**src/rtl/cpu_sequencer.sv**
```systemverilog
// Multi-cycle control sequencer: fetch / execute-phase-0 / execute-phase-1 with
// memory-handshake stalls, strobe gating for the decoder and a sticky fetch timeout.
module cpu_sequencer #(
  parameter int IR_WIDTH  = 16,
  parameter int TIMEOUT   = 15,
  parameter int CNT_WIDTH = 16
) (
  input  logic                 clk,
  input  logic                 rst,
  input  logic                 run,
  input  logic [IR_WIDTH-1:0]  mem_rdata,
  input  logic                 mem_ready,
  input  logic                 dmem_busy,
  input  logic                 dec_ns,
  input  logic                 dec_wr,
  input  logic                 dec_memwrite,
  input  logic                 dec_irl,
  output logic                 fetch_req,
  output logic [IR_WIDTH-1:0]  ir,
  output logic                 state,
  output logic                 wr_en,
  output logic                 mem_we,
  output logic                 pc_en,
  output logic                 fault,
  output logic [CNT_WIDTH-1:0] retired
);

  typedef enum logic [2:0] {IDLE, FETCH, EX0, EX1, FAULT} seq_state_t;

  localparam int TW = $clog2(TIMEOUT + 1);

  seq_state_t      cur_state;
  seq_state_t      nxt_state;
  logic [TW-1:0]   wait_cnt;
  logic            timeout_hit;
  logic            ir_load;
  logic            unused_irl;

  // IR_L is a decoder consistency signal observed only outside the datapath.
  assign unused_irl  = dec_irl;
  assign timeout_hit = (wait_cnt == TW'(TIMEOUT - 1));

  always_ff @(posedge clk or posedge rst) begin
    if (rst) cur_state <= IDLE;
    else     cur_state <= nxt_state;
  end

  always_comb begin
    nxt_state = cur_state;
    fetch_req = 1'b0;
    wr_en     = 1'b0;
    mem_we    = 1'b0;
    pc_en     = 1'b0;
    ir_load   = 1'b0;
    case (cur_state)
      IDLE: begin
        if (run) nxt_state = FETCH;
      end
      FETCH: begin
        fetch_req = 1'b1;
        // A ready arriving on the final allowed wait cycle still completes the fetch.
        if (mem_ready) begin
          ir_load   = 1'b1;
          nxt_state = EX0;
        end else if (timeout_hit) begin
          nxt_state = FAULT;
        end
      end
      EX0: begin
        if (!dmem_busy) begin
          wr_en  = dec_wr;
          mem_we = dec_memwrite;
          if (dec_ns) begin
            nxt_state = EX1;
          end else begin
            pc_en     = 1'b1;
            nxt_state = run ? FETCH : IDLE;
          end
        end
      end
      EX1: begin
        if (!dmem_busy) begin
          wr_en     = dec_wr;
          mem_we    = dec_memwrite;
          pc_en     = 1'b1;
          nxt_state = run ? FETCH : IDLE;
        end
      end
      FAULT: begin
        nxt_state = FAULT;
      end
      default: begin
        nxt_state = IDLE;
      end
    endcase
  end

  // Counts consecutive not-ready FETCH cycles; cleared everywhere else.
  always_ff @(posedge clk or posedge rst) begin
    if (rst)                                   wait_cnt <= '0;
    else if (cur_state == FETCH && !mem_ready) wait_cnt <= wait_cnt + TW'(1);
    else                                       wait_cnt <= '0;
  end

  always_ff @(posedge clk or posedge rst) begin
    if (rst)          ir <= '0;
    else if (ir_load) ir <= mem_rdata;
  end

  always_ff @(posedge clk or posedge rst) begin
    if (rst)        retired <= '0;
    else if (pc_en) retired <= retired + CNT_WIDTH'(1);
  end

  assign state = (cur_state == EX1);
  assign fault = (cur_state == FAULT);

endmodule
```
**config.mk**
```make
export PLATFORM = sky130hd
export DESIGN_NAME = cpu_sequencer
export DESIGN_NICKNAME = d
export VERILOG_FILES = /design/src/rtl/cpu_sequencer.sv
export SDC_FILE = /design/constraint.sdc
export NUM_CORES = 1
export LEC_CHECK = 0
export CAP_MARGIN = 10
export CORE_ASPECT_RATIO = 1.2
export CORE_MARGIN = 3
export CORE_UTILIZATION = 47
export CTS_CLUSTER_DIAMETER = 120
export DETAILED_ROUTE_END_ITERATION = 8
export PLACE_DENSITY = 0.84
export SETUP_SLACK_MARGIN = 0.4
export SYNTH_ARGS = -nofsm -noshare
export SYNTH_HDL_FRONTEND = slang
export SYNTH_SLANG_ARGS = --single-unit
```
**constraint.sdc**
```tcl
create_clock -name clk -period 2.9 [get_ports clk]
set_input_delay 0.87 -clock clk [delete_from_list [all_inputs] [get_ports clk]]
set_output_delay 0.87 -clock clk [all_outputs]
set_load 0.05 [all_outputs]
```
==> out/qor.txt <==
Finished Layout Cells: 246
1st-pass router iterations: 4
Area Overhead vs Synth: 46.2%
initial cell density of the core: 0.502
FP Rows: 23
maximum vdd drop: 0.000501 V
fin crit share: 0.854
Final ANT Viol Nets: 0
buffers plus inverters on the worst setup path: 2
initial antenna violation count: 0
critical-path cell list: clkdlybuf4s50_1 > and2_4 > buf_12
Slew HR: 0.653
worst-skew pair later-pin latency: 280 ps
synth warn: 0
boundary pin count: 63
post-route setup slack: 423 ps
Final Hold Fails: 0
Tightest Pin Transition: 520 ps
Worst-path clk slew: 70 ps
Setup violations, final: 0
Setup CP Type: in2out
r2r setup slk: 1260 ps
critical path startpoint: dec_memwrite
Die Ht: 72.2 um
fin crit period: 2480 ps
CP Capture Type: output port
Synth top area share: 0.568
Syn Inst Count: 138
worst slack, placed: 120 ps
Placer Congestion: 0.791
Clock Tree Buf Depth: 2
post-synthesis sequential area ratio: 0.568
placed cell count: 237
H-tree depth: 2
DRC Markers: 0
CTS tree: built
Buffers on Ports: 61
vias: 1,282
CTS buffer count: 5
WP data arrival: 1610 ps
Hold Path Class: reg2reg
final HPWL from detailed placement: 2890 um
via density per instance: 5.21
number of diodes: 0
Mapped Area: 1720 um2
Setup TNS: 0 ps
cts hold-fix bufs: 0
Largest stage delay, worst path: 460 ps
Area contributors post-synth: dfrtp_1, mux2_2, xnor2_1
CP delay by family, top: buffers and inverters
Leak Pwr: 1.10 nW
Req. time, crit path: 2030 ps
Reg-to-Reg End: retired[15]$_DFFE_PP0P_
Worst Clk Skew: 1.84 ps
post-synthesis register bit count: 39
Max-Cap Viols: 0
PwrDens: 1010 nW/um2
die width: 61.2 um
fin. max-slew vios: 0
fmax: 404 MHz
CTS root buffer: clkbuf_8
Critical Path Stages: 3
GRT Resource Usage Total: 0.195
wire per inst: 15.3 um
FF-to-FF path depth: 5
CORE AREA: 3420 um2
number of global-route vias before repair: 1,394
DIE AREA: 4420 um2
syn nets: 166
first-pass GRT wire length: 6400 um
Slowest-stage cell, CP: clkdlybuf4s50_1
gr ovfl total: 0
total clock sinks: 39
final WL: 3770 um
end point of the critical path: mem_we
mean post-synth cell area: 12.4 um2
post-synth cell types: 29
CP max FO: 1
outcome: finished, final reports clean
FF-to-FF Start: cur_state[0]$_DFFE_PP0P_
largest net degree at the start of global routing: 40
CP startpoint kind: input port
Final #Nets: 236
layout cells sized above 1: 0.211
Layout Utilization: 0.734
DR iter-0 viols: 29
unrepaired setup endpoints after global routing: no
area leader, netlist: dfrtp_1
## worst reg2reg max path, delay by kind of cell, from the launching register on
kind | cells | cell delay (ps)
simple gates | 3 | 720
flops | 1 | 480
buf+inv | 1 | 170
xor+xnor | 1 | 150
## Yosys cell counts
| cell type | count |
|---|---|
| buf_4 | 1 |
| a211o_1 | 1 |
| nand3b_1 | 2 |
| nand2b_2 | 2 |
| a31oi_1 | 1 |
| ha_1 | 3 |
| nor3_2 | 1 |
| or3_1 | 1 |
| mux2_2 | 17 |
| nor2b_1 | 1 |
| xnor2_1 | 13 |
| xor2_1 | 4 |
| and2_1 | 3 |
| dfrtp_1 | 39 |
| a21oi_1 | 3 |
| buf_6 | 2 |
| inv_1 | 3 |
| nor3_1 | 3 |
| nor4_4 | 1 |
| nor2_2 | 1 |
| nand2b_1 | 1 |
| nand3_1 | 5 |
| nor2_1 | 10 |
| nor2b_2 | 1 |
| and2_4 | 1 |
| nand4_1 | 6 |
| nand2_1 | 9 |
| and4_1 | 1 |
| o21ai_0 | 2 |
## registers in the layout, indices dropped and copies added (netlist names)
signal	count
wait_cnt	4
cur_state	3
retired	16
ir	16
## what timing repair did
action	CTS	global route
endpoints found under the setup margin	6	7
setup buffers	1	0
gates resized for setup	8	9
pin swaps	1	1
## report_power, final
part           leakage (nW)  total, mW  internal [mW]  switching, mW
logic                 0.563       1.35          0.506          0.848
clock network        0.0422      0.341          0.169          0.172
registers             0.499      0.832          0.709          0.123
total                  1.10       2.53           1.38           1.14
## layer usage
metal	wire (um)	part of all wire	up-vias	track usage
met5	0	0	-	0
li1	-	-	607	-
met2	2000	0.53	42	0.328
met1	1470	0.39	629	0.228
met3	258	0.068	4	0.0641
met4	40	0.011	0	0.0651
## worst min path at each step
| stage | startpoint | to | cells past startpoint |
|---|---|---|---|
| after floorplan | wait_cnt[0]$_DFF_PP0_ | wait_cnt[0]$_DFF_PP0_ | 1 |
| after global placement | retired[15]$_DFFE_PP0P_ | retired[15]$_DFFE_PP0P_ | 1 |
| after detailed placement | retired[15]$_DFFE_PP0P_ | retired[15]$_DFFE_PP0P_ | 1 |
| after CTS | retired[15]$_DFFE_PP0P_ | retired[15]$_DFFE_PP0P_ | 1 |
| after global routing | retired[15]$_DFFE_PP0P_ | retired[15]$_DFFE_PP0P_ | 1 |
| final | wait_cnt[0]$_DFF_PP0_ | wait_cnt[0]$_DFF_PP0_ | 1 |
## cells in the final DEF, fill, tap and decap left out, types with 4 or more instances in the layout
master	count
clkdlybuf4s50_1	50
dfrtp_1	39
mux2_2	17
xnor2_1	13
nand2_1	9
nor2_1	9
nand4_1	6
nand3_1	5
clkbuf_8	5
buf_4	5
xor2_1	4
## metrics by stage
stage               power (mW)  cell area [um2]  hold WS (ps)
detailed placement        2.21             2420           481
CTS                       2.56             2510           491
floorplan                 1.75             1730           455
finish                    2.53             2510           485
global route              2.66             2510           503
global placement          2.17             2420           462
## area by class of cell
| type | instances | area, um2 |
|---|---|---|
| Tap cell | 37 | 46.3 |
| Sequential cell | 39 | 976 |
| Clock inverter | 1 | 5.00 |
| Timing Repair Buffer | 66 | 673 |
| Clock buffer | 7 | 76.3 |
| Inverter | 3 | 11.3 |
| Fill cell | 244 | 912 |
| Multi-Input combinational cell | 93 | 724 |
## cells by family (layout without fill, tap and decap cells)
| group | Yosys count | count (layout) | synth area share |
|---|---|---|---|
| compound gates | 7 | 7 | 0.0233 |
| buf+inv | 6 | 77 | 0.0240 |
| fa+ha+maj | 3 | 3 | 0.0219 |
| xor+xnor | 17 | 17 | 0.0867 |
| simple gates | 49 | 49 | 0.165 |
| mux | 17 | 17 | 0.111 |
| flops | 39 | 39 | 0.568 |
Note: power is estimated with default switching activity, not from simulation.
